### src/rtl/div_unit.sv
// Signed 32-bit restoring divider with MIPS DIV semantics.
// One quotient bit per cycle; HI gets the remainder, LO the quotient.
module div_unit (
  input  logic        clk,
  input  logic        reset,
  input  logic        div_start,
  input  logic [31:0] a,
  input  logic [31:0] b,
  output logic [31:0] hi,
  output logic [31:0] lo,
  output logic        div_end,
  output logic        div_zero,
  output logic        busy
);

  typedef enum logic [1:0] {
    S_IDLE,
    S_CALC,
    S_FIX,
    S_ZERO
  } state_t;

  state_t      r_state;
  logic [31:0] r_dvd;
  logic [31:0] r_dsr;
  logic [31:0] r_rem;
  logic [5:0]  r_cnt;
  logic        r_neg_q;
  logic        r_neg_r;

  logic [31:0] w_abs_a;
  logic [31:0] w_abs_b;
  logic [32:0] w_shift;
  logic [32:0] w_diff;
  logic        w_ge;

  assign w_abs_a = a[31] ? (~a + 32'd1) : a;
  assign w_abs_b = b[31] ? (~b + 32'd1) : b;

  // rem < divisor <= 2^31, so the shifted value fits and bit 32 is the sign
  assign w_shift = {r_rem, r_dvd[31]};
  assign w_diff  = w_shift - {1'b0, r_dsr};
  assign w_ge    = ~w_diff[32];

  always_ff @(posedge clk or posedge reset) begin
    if (reset) begin
      r_state  <= S_IDLE;
      r_dvd    <= '0;
      r_dsr    <= '0;
      r_rem    <= '0;
      r_cnt    <= '0;
      r_neg_q  <= 1'b0;
      r_neg_r  <= 1'b0;
      hi       <= '0;
      lo       <= '0;
      div_end  <= 1'b0;
      div_zero <= 1'b0;
      busy     <= 1'b0;
    end else begin
      div_end  <= 1'b0;
      div_zero <= 1'b0;
      unique case (r_state)
        S_IDLE: begin
          if (div_start) begin
            busy <= 1'b1;
            if (b == 32'd0) begin
              r_state <= S_ZERO;
            end else begin
              r_dvd   <= w_abs_a;
              r_dsr   <= w_abs_b;
              r_rem   <= '0;
              r_neg_q <= a[31] ^ b[31];
              r_neg_r <= a[31];
              r_cnt   <= '0;
              r_state <= S_CALC;
            end
          end
        end
        S_CALC: begin
          r_rem <= w_ge ? w_diff[31:0] : w_shift[31:0];
          r_dvd <= {r_dvd[30:0], w_ge};
          r_cnt <= r_cnt + 6'd1;
          if (r_cnt == 6'd31)
            r_state <= S_FIX;
        end
        S_FIX: begin
          lo      <= r_neg_q ? (~r_dvd + 32'd1) : r_dvd;
          hi      <= r_neg_r ? (~r_rem + 32'd1) : r_rem;
          div_end <= 1'b1;
          busy    <= 1'b0;
          r_state <= S_IDLE;
        end
        S_ZERO: begin
          div_end  <= 1'b1;
          div_zero <= 1'b1;
          busy     <= 1'b0;
          r_state  <= S_IDLE;
        end
        default: r_state <= S_IDLE;
      endcase
    end
  end

endmodule

### config.mk
export PLATFORM = sky130hd
export DESIGN_NAME = div_unit
export DESIGN_NICKNAME = d
export VERILOG_FILES = /design/src/rtl/div_unit.sv
export SDC_FILE = /design/constraint.sdc
export NUM_CORES = 1
export LEC_CHECK = 0
export BUFFER_PORTS_ARGS = -buffer_cell sky130_fd_sc_hd__buf_2
export CAP_MARGIN = 25
export CORE_MARGIN = 10
export CORE_UTILIZATION = 30
export DETAILED_ROUTE_END_ITERATION = 7
export GPL_TIMING_DRIVEN = 0
export PLACE_DENSITY = 0.57
export SLEW_MARGIN = 20
export SYNTH_ARGS = -nofsm -noshare
export SYNTH_HDL_FRONTEND = slang
export SYNTH_SLANG_ARGS = --single-unit
### constraint.sdc
create_clock -name clk -period 7.5 [get_ports clk]
set_input_delay 2.25 -clock clk [delete_from_list [all_inputs] [get_ports clk]]
set_output_delay 2.25 -clock clk [all_outputs]
set_load 0.03 [all_outputs]
======== Word-level counts from Yosys, hierarchy flattened ========
Index checks and enable logic that the tools add are counted.
storage, ports and cells
  bits in registers ....................... 173
  bits in latches ......................... 0
  bits in writable memories ............... 0
  ROM bits ................................ 0
  input bits .............................. 67
  word-level logic and storage cells ...... 63
  memories kept ........................... 0
operators by class
  add/sub/neg operators ................... 6
  multipliers ............................. 0
  divide/modulo/power cells ............... 0
  $lt $le $gt $ge ......................... 0
  eq/ne operators ......................... 7
  shift operators ......................... 0
  multiplexer cells ....................... 22
  bitwise gates (word level) .............. 7
  reduce and logical (&&, ||, !) cells .... 9
operator list
  cell                     count
  $mux W32                 9
  $add A32 B1 Y32 const B  4
  $not A32 Y32             4
  $pmux W32 S2             2
  $sub A33 B32 Y33         1
  $logic_not A32 Y1        1
  $mux W6                  2
  $pmux W6 S2              1
  $add A6 B1 Y6 const B    1
  $eq A6 B5 Y1 const B     1
  $mux W2                  3
  $ne A2 B2 Y1 const B     3
  $pmux W2 S3              1
  $reduce_and A3 Y1        2
  $eq A2 B2 Y1 const B     2
  $reduce_and A2 Y1        2
  $reduce_bool A2 Y1       2
  $mux W1                  3
  $eq A2 B1 Y1 const B     1
  $logic_not A2 Y1         1
  $not A1 Y1               2
  $pmux W1 S2              1
  $reduce_or A2 Y1         1
  $xor A1 B1 Y1            1

======== Depth between registers and ports, before layout ========
Gate-level depths: netlist of the first run.
  word-level depth ........................ 6
  gate-level depth with buffers ........... 13

======== Least setup slack after synthesis of the first run ========
No wires, ideal clock.
  path kind ............................... input port to flip-flop
  start point ............................. in b[11]
  end point ............................... reg r_dsr[10]
  arrival ................................. 4.567 ns
  required time ........................... 7.367 ns
  setup slack ............................. 2.801 ns
  stages on the path ...................... 8
  cells stage by stage .................... or4_1 or4_1 nor4_1 nor2_1 nand2_1 clkbuf_1 clkbuf_1 a21oi_1
on the way
  word-level cells in the longest chain between the ends .. 3
ends and longest elaborated chain
  what                                line  source
  start: declaration                  8     input logic [31:0] b,
  $logic_not A32 Y1                   66    if (b == 32'd0) begin
  $not A1 Y1 (no source line)         -
  $reduce_and A3 Y1 (no source line)  -
  end signal: assignment              70    r_dsr <= w_abs_b;
  end: declaration                    25    logic [31:0] r_dsr;
No other way between the ends.
A chain may end at the register's enable or synchronous reset.

======== Worst setup path in the final report of the first run ========
  start point ............................. in b[11]
  end point ............................... reg r_rem[29]
on the way
  word-level cells in the longest chain between the ends .. 3
ends and longest elaborated chain
  what                                line  source
  $logic_not A32 Y1                   66
  $ne A2 B2 Y1 (no source line)       -
  $reduce_and A3 Y1 (no source line)  -
  end signal: assignment              80    r_rem <= w_ge ? w_diff[31:0] : w_shift[31:0];
  end: declaration                    26    logic [31:0] r_rem;
No other way between the ends.

==> metrics, run 1 <==
Worst Setup Path Type primary input to register; Final setup viols 0; Rows 70; Ys Warns 0; final non-filler cell total ~2,000; pre-CTS setup slack 1.54 ns; sequential share of the synthesized area 0.392; Vias/cell just over 5; vias in the first global route between 9,000 and 10,000; Max-Cap Viols 0; die height about 210 um; post-synthesis async set-or-reset flop share 1.00; Clock transition at path regs 0.07 ns; total congestion overflow 0; WL/cell ~17 um; setup TNS 0 ns; synthesized flop and latch total around 170; Reg2Reg Depth 13; placed instance count 1,927; initial antenna violation count 0; input/output buffers 133; # clock sinks between 150 and 200; drt pass-1 iters 4; crit-path max cell delay 0.71 ns; RSZ-0062 raised after global routing false; share of cells above drive strength 1 0.124; slowest cell on the critical path nor4_2; setup slack, reg-to-reg between 3 and 4 ns; Top Ports 134; antenna viol nets, final 0; initial drt markers 555; pwr/cell area 461 nW/um^2; Setup Buffers After CTS 0; final net count 1,583; # diodes 0; Gates resized, CTS repair 0; clk_lat worst skew approximately 0.44 ns; CTS tree done; worst vdd ir 0.000215 V; Worst R2R Start r_dvd[31]; drc violations 0; largest net degree at the start of global routing 91; CTS root buffer clkbuf_16; Hold Path Cell Cnt 2; Finished Core Util 0.356; Fill cells about 3,800; Reg-to-Reg End r_rem[18]; first-pass GRT wire length around 53,000 um; endpoints failing hold 0; Worst-Margin Slew approximately 0.95 ns; critical path's top delay family simple AND/OR/NAND/NOR gates; H-tree depth 4; Hold Crit Start hi[10]; status complete, no violations; most common cell after layout, fill and taps aside nand2_1; Startpoint Class primary input; Initial Util 0.303; worst hold path class register to register; Tcrit/Tclk final 0.733; Clock Skews around 0.013 ns; core footprint roughly 36,000 um^2; most frequent cells in the layout nand2_1, o21ai_0, dfrtp_1; Tot GR Track Use 0.149; CP Data Arrival Time between 5 and 6 ns; top cells by area, synth dfrtp_1, xor2_1, o21ai_0, nand2_1, a21oi_1; final worst slack approximately 2.0 ns; Area Growth Syn to Fin 17.3%; CP endpoint kind register; worst setup path start b[11]; die width 212 um; f_max 0.182 GHz; vias 10,000; crit path time final 5.50 ns; post-synth top area cell dfrtp_1; Top FF cell, synth dfrtp_1; total CTS buffers 17; Yosys top cell area share 0.392; worst-path cell chain buf_2 > or4_1 > or4_1 > nor4_2 > nor2_1 > a21oi_2 > clkbuf_1 > nand2_1 > o211ai_1; syn nets 1,430; Distinct cells, synth 58; Critical Path RT between 7 and 8 ns; CP Max Fanout 10; Synth Area per Inst 8.34 um^2; Mapped Cells ~1,300; RePlAce Congestion about 0.85; post-DP HPWL between 20,000 and 30,000 um; hold worst-path end hi[10]; area of the mapped netlist 11,000 um^2; Die Area between 40,000 and 50,000 um^2; final WL roughly 34,000 um; most frequent cell on the critical path or4_1; Slew Viols, Final 0; leakage power total 5.70 nW; Buf/Inv on CP 2; number of synthesized flops with an enable pin 0; hold-fix buffers at CTS 0; Clock Path Buffers 2; slew margin rel. 0.367
[cells in the mapped netlist (13+ instances only)]
master	number
or4_1	13
o41ai_1	20
clkbuf_1	63
o21ai_0	194
a21oi_1	95
xnor2_1	30
nor2_1	85
nand2_1	211
ha_1	37
inv_1	50
dfrtp_1	173
xor2_1	118
o31ai_1	36
nand3_1	16
nor4_1	14
[per-layer routing]
metal,vias to the layer above,global-route usage,share of wire
met4,0,0.0394,0.017
met1,4783,0.200,0.48
met3,35,0.0302,0.052
li1,4969,-,-
met5,-,0,0
met2,262,0.240,0.46
[power breakdown]
part	internal [W]	total (W)	switching, W
combinational	0.00124	0.00330	0.00206
sequential	0.00130	0.00171	0.000414
clock	0.000568	0.000952	0.000384
total	0.00311	0.00597	0.00286
[sequential cells by signal, summed over array words and instances, names as in the netlist]
register / cells
r_dsr: 32
r_neg_r: 1
r_cnt: 6
r_state: 2
r_neg_q: 1
hi: 32
div_end: 1
r_rem: 32
busy: 1
lo: 32
div_zero: 1
r_dvd: 32
[cell families (layout without fill, tap and decap cells)]
group                      Yosys count  count (layout)  share of synthesized area
buffers and inverters              121             286                     0.0415
AOI/OAI and AO/OA                  409             409                      0.218
adders and majority gates           38              38                     0.0437
xor gates and xnor gates           148             148                      0.117
and+or+nand+nor                    423             423                      0.176
muxes                               13              13                     0.0119
DFF                                173             173                      0.392
[worst max-delay path by stage]
stage,depth (start not counted),end,slack [ns]
after floorplan,1,busy,0.56
after global placement,2,r_dsr[29],-1.64
after detailed placement,10,r_dsr[31],1.54
after CTS,10,r_dsr[31],2.00
after global routing,10,r_dsr[22],1.84
final,9,r_rem[29],2.00
[worst register-to-register path, stage by stage (launching register included)]
cell	delay, ns
dfrtp_1	0.37
inv_1	0.12
ha_1	0.25
fa_1	0.38
nor2b_1	0.23
o21a_1	0.21
o211ai_1	0.17
a21oi_1	0.29
o211ai_1	0.15
nand2_1	0.13
clkbuf_1	0.46
clkbuf_1	0.47
a21oi_1	0.14
o21ai_0	0.18
[cell type report]
| type | instances | area (um^2) | share of cell area |
|---|---|---|---|
| inverters | 50 | 195 | 0.0151 |
| plain buffers | 71 | 270 | 0.0209 |
| clock inverters | 9 | 161 | 0.0125 |
| multi-input cells | 1031 | 6270 | 0.484 |
| repair buffers | 134 | 693 | 0.0535 |
| clock buffers | 22 | 454 | 0.0351 |
| flip-flops and latches | 173 | 4330 | 0.334 |
| well taps | 468 | 586 | 0.0452 |
[through the flow]
step	power (W)	hold WS (ns)	cell area, um^2
final	0.00597	0.476	13000
after global routing	0.00652	0.502	13000
after CTS	0.00597	0.481	13000
after detailed placement	0.00501	0.466	12300
after global placement	0.00496	0.462	12300
after floorplan	0.00407	0.449	11000
Note: power is estimated with default switching activity, not from simulation.
==> run 2: changes to the inputs <==
- ABC_AREA: not set -> 1
- PLACE_DENSITY: 0.57 -> 0.58
- clock period: 7.5 -> 4.8 ns (I/O delays scaled with it)
==> run 2 against run 1 <==
Effect of this change:
- die area up 19%
- global-route usage up 3.4 points
- flip-flop and latch count unchanged
- clock skew up 0.0049 ns
- cell area up 20%
- synthesized cell count up 58%
- register-to-register slack worse by 1.7 ns
- critical endpoint is now r_dsr[1]
- largest cell class unchanged
- largest power group unchanged
==> metrics, run 2 <==
Worst-Margin Slew 0.697 ns (-0.252 ns); Post-synth top cells nand2_1, inv_1, nand3_1; hold-fix buffers at CTS 0 (unchanged); # clock sinks 173 (unchanged); critical path's top delay family simple AND/OR/NAND/NOR gates; post-synthesis compound-gate area fraction 0.0991 (-0.119); Seq. cell area 4330 um^2 (unchanged); CP endpoint kind register; pwr/cell area 810 nW/um^2 (+76%); post-synth top area cell dfrtp_1; Startpoint Class primary input; input/output buffers 131 (-1.5%); most frequent cell on the critical path nand4_1; CP Max Fanout 10 (unchanged); Die Area 53,400 um^2 (+19%); sequential share of the synthesized area 0.324 (-0.0681); Clock Skews 0.0179 ns (+0.00489 ns); Max-Cap Viols 0 (unchanged); final worst slack 1.50 ns (-0.508 ns); pre-CTS setup slack 1.11 ns (-0.433 ns); Fill cells 4,932 (+28%); final net count 2,353 (+49%); Tot GR Track Use 0.183 (+0.0339); Mapped Cells 2,091 (+58%); Power, Total 0.0126 W (+110%); RePlAce Congestion 0.920 (+8.1%); syn nets 2,196 (+54%); Yosys top cell area share 0.324 (-0.0681); endpoints failing hold 0 (unchanged); worst-path cell chain buf_2 > inv_1 > ha_1 > nand4_1 > nor2_4 > nand4_1 > nor2_1 > nor2_2 > clkbuf_1 > o21ai_0; mux share of post-synthesis cell area 0 (-0.0119); number of synthesized flops with an enable pin 0 (unchanged); die width 231 um (+9.1%); first-pass GRT wire length 77,100 um (+44%); top cells by area, synth dfrtp_1, nand2_1, inv_1, nand3_1, nor2_1; Post-Synth Adder-Cell Area 0.0361 (-0.00760); Rows 77 (+10%); GRT met2 Usage 0.279 (+0.0396); Final setup viols 0 (unchanged); most common cell after layout, fill and taps aside nand2_1; crit-path max cell delay 0.58 ns (-0.13 ns); die height 231 um (+9.1%); core footprint 44,100 um^2 (+21%); f_max 0.303 GHz; Tcrit/Tclk final 0.688; area of the mapped netlist 13,400 um^2 (+21%); drt pass-1 iters 5 (+1); post-synthesis async set-or-reset flop share 1.00 (unchanged); met3 Use GR 0.0314 (+0.00123); Setup Buffers After CTS 0 (unchanged); Vias/cell 4.83 (-5.9%); Worst Setup Path Type primary input to register; worst vdd ir 0.000348 V (+61%); CTS tree done; CP Data Arrival Time 3.60 ns (-2.24 ns); final WL 48,800 um (+44%); most used routing layer met2; antenna viol nets, final 0 (unchanged); cell with the most instances after synthesis nand2_1; Clock Path Buffers 2 (unchanged); clk_lat worst skew 0.47 ns (+0.03 ns); simple-gate area share of the yosys netlist 0.376 (+0.200); largest family of logic cells by synthesized area simple AND/OR/NAND/NOR gates; slowest cell on the critical path o21ai_0; share of cells above drive strength 1 0.110 (-0.0145); crit path time final ~3.3 ns; WL/cell 17.1 um (-1.1%); post-DP HPWL 40,800 um (+53%); Area Growth Syn to Fin 16.0%; vias 13,800 (+37%); RSZ-0062 raised after global routing false; total CTS buffers 17 (unchanged); synthesized flop and latch total 173 (unchanged); Gates resized, CTS repair 0 (unchanged); Top FF cell, synth dfrtp_1; Clock transition at path regs 0.07 ns (about the same); most frequent cells in the layout nand2_1, inv_1, nand3_1; worst hold path class register to register; met1 usage 0.257 (+0.0570); Slew Viols, Final 0 (unchanged); # diodes 0 (unchanged); CTS root buffer clkbuf_16; Buf/Inv on CP 3 (+1); Critical Path RT 5.10 ns (-2.75 ns); Synth Area per Inst 6.39 um^2 (-23%); xor and xnor area share after synthesis 0.0517 (-0.0656); leakage power total 8.27 nW (+45%); initial antenna violation count 2 (+2); Top Ports 134 (unchanged); initial drt markers 1,247 (+120%); drc violations 0 (unchanged); slew margin rel. 0.535 (+0.168); vias in the first global route 13,400 (+38%); largest net degree at the start of global routing 34 (-63%); status complete, no violations; area of the multi-input gates 7530 um^2 (+20%); Initial Util 0.303 (about the same); Distinct cells, synth 47 (-19%); total congestion overflow 0 (unchanged); H-tree depth 4 (unchanged); Ys Warns 0 (unchanged)
## run 2: changes by cell type in the layout (fill, tap and decap cells not counted), moves of 14 or more
cell / previous run / this run
a21oi_1: 95 / 49
inv_1: 49 / 292
nor3_1: 10 / 24
clkbuf_1: 67 / 34
o41ai_1: 20 / 1
o21ai_1: 3 / 43
xor2_1: 118 / 68
xnor2_1: 30 / 11
o31ai_1: 36 / 7
nor2_1: 85 / 175
o21ai_0: 194 / 98
nand2_1: 211 / 704
nand3_1: 16 / 216
## run 2: path summary, 6_finish.rpt
kind / start / to / slack, ns / depth (start not counted)
worst max-delay path: b[0] / r_dsr[1] / 1.50 / 10
worst min-delay path: hi[11] / hi[11] / 0.48 / 2
min in group asynchronous: reset / lo[1] / 0.97 / 2
max in group asynchronous: reset / r_dsr[7] / 3.07 / 4
worst min register to register: hi[11] / hi[11] / 0.48 / 2
worst max register to register: r_dvd[31] / r_rem[4] / 2.15 / 18
## run 2: area by class of cell
class,instances,share of cell area
repair buffers,138,0.0510
clock inverters,15,0.0112
clock buffers,17,0.0274
well taps,592,0.0478
flip-flops and latches,173,0.279
multi-input cells,1548,0.485
plain buffers,69,0.0249
inverters,301,0.0731
## run 2: layer usage
| layer | share of wire | up-vias |
|---|---|---|
| met4 | 0.024 | 2 |
| met1 | 0.48 | 6416 |
| met2 | 0.44 | 392 |
| met5 | 0.00037 | - |
| li1 | - | 6914 |
| met3 | 0.056 | 58 |
## run 2: cells by family after synthesis
logic type      Yosys count
buf+inv                 370
compound gates          239
fa+ha+maj                38
flops                   173
xor+xnor                 79
simple gates           1192
## run 2: power by group
| part | switching, W | internal (W) | leakage [nW] |
|---|---|---|---|
| clock | 0.000718 | 0.000699 | 0.284 |
| combinational | 0.00562 | 0.00265 | 5.85 |
| sequential | 0.000710 | 0.00216 | 2.14 |
## run 2: stage by stage
stage | util | instance area (um^2) | TNS, ns | instances | hold slack, ns
6_report | 0.351 | 15500 | 0 | 2853 | 0.479
5_1_grt | 0.351 | 15500 | 0 | 2853 | 0.501
4_1_cts | 0.351 | 15500 | 0 | 2853 | 0.485
3_5_place_dp | 0.338 | 14900 | 0 | 2821 | 0.466
3_3_place_gp | 0.335 | 14800 | -5.04 | 2814 | 0.464
2_1_floorplan | - | 13400 | 0 | 2091 | 0.459
## run 2: worst min-delay path: stages, from the launching register on
cell     delay (ns)
dfrtp_1        0.34
nand2_1        0.05
o21ai_0        0.05
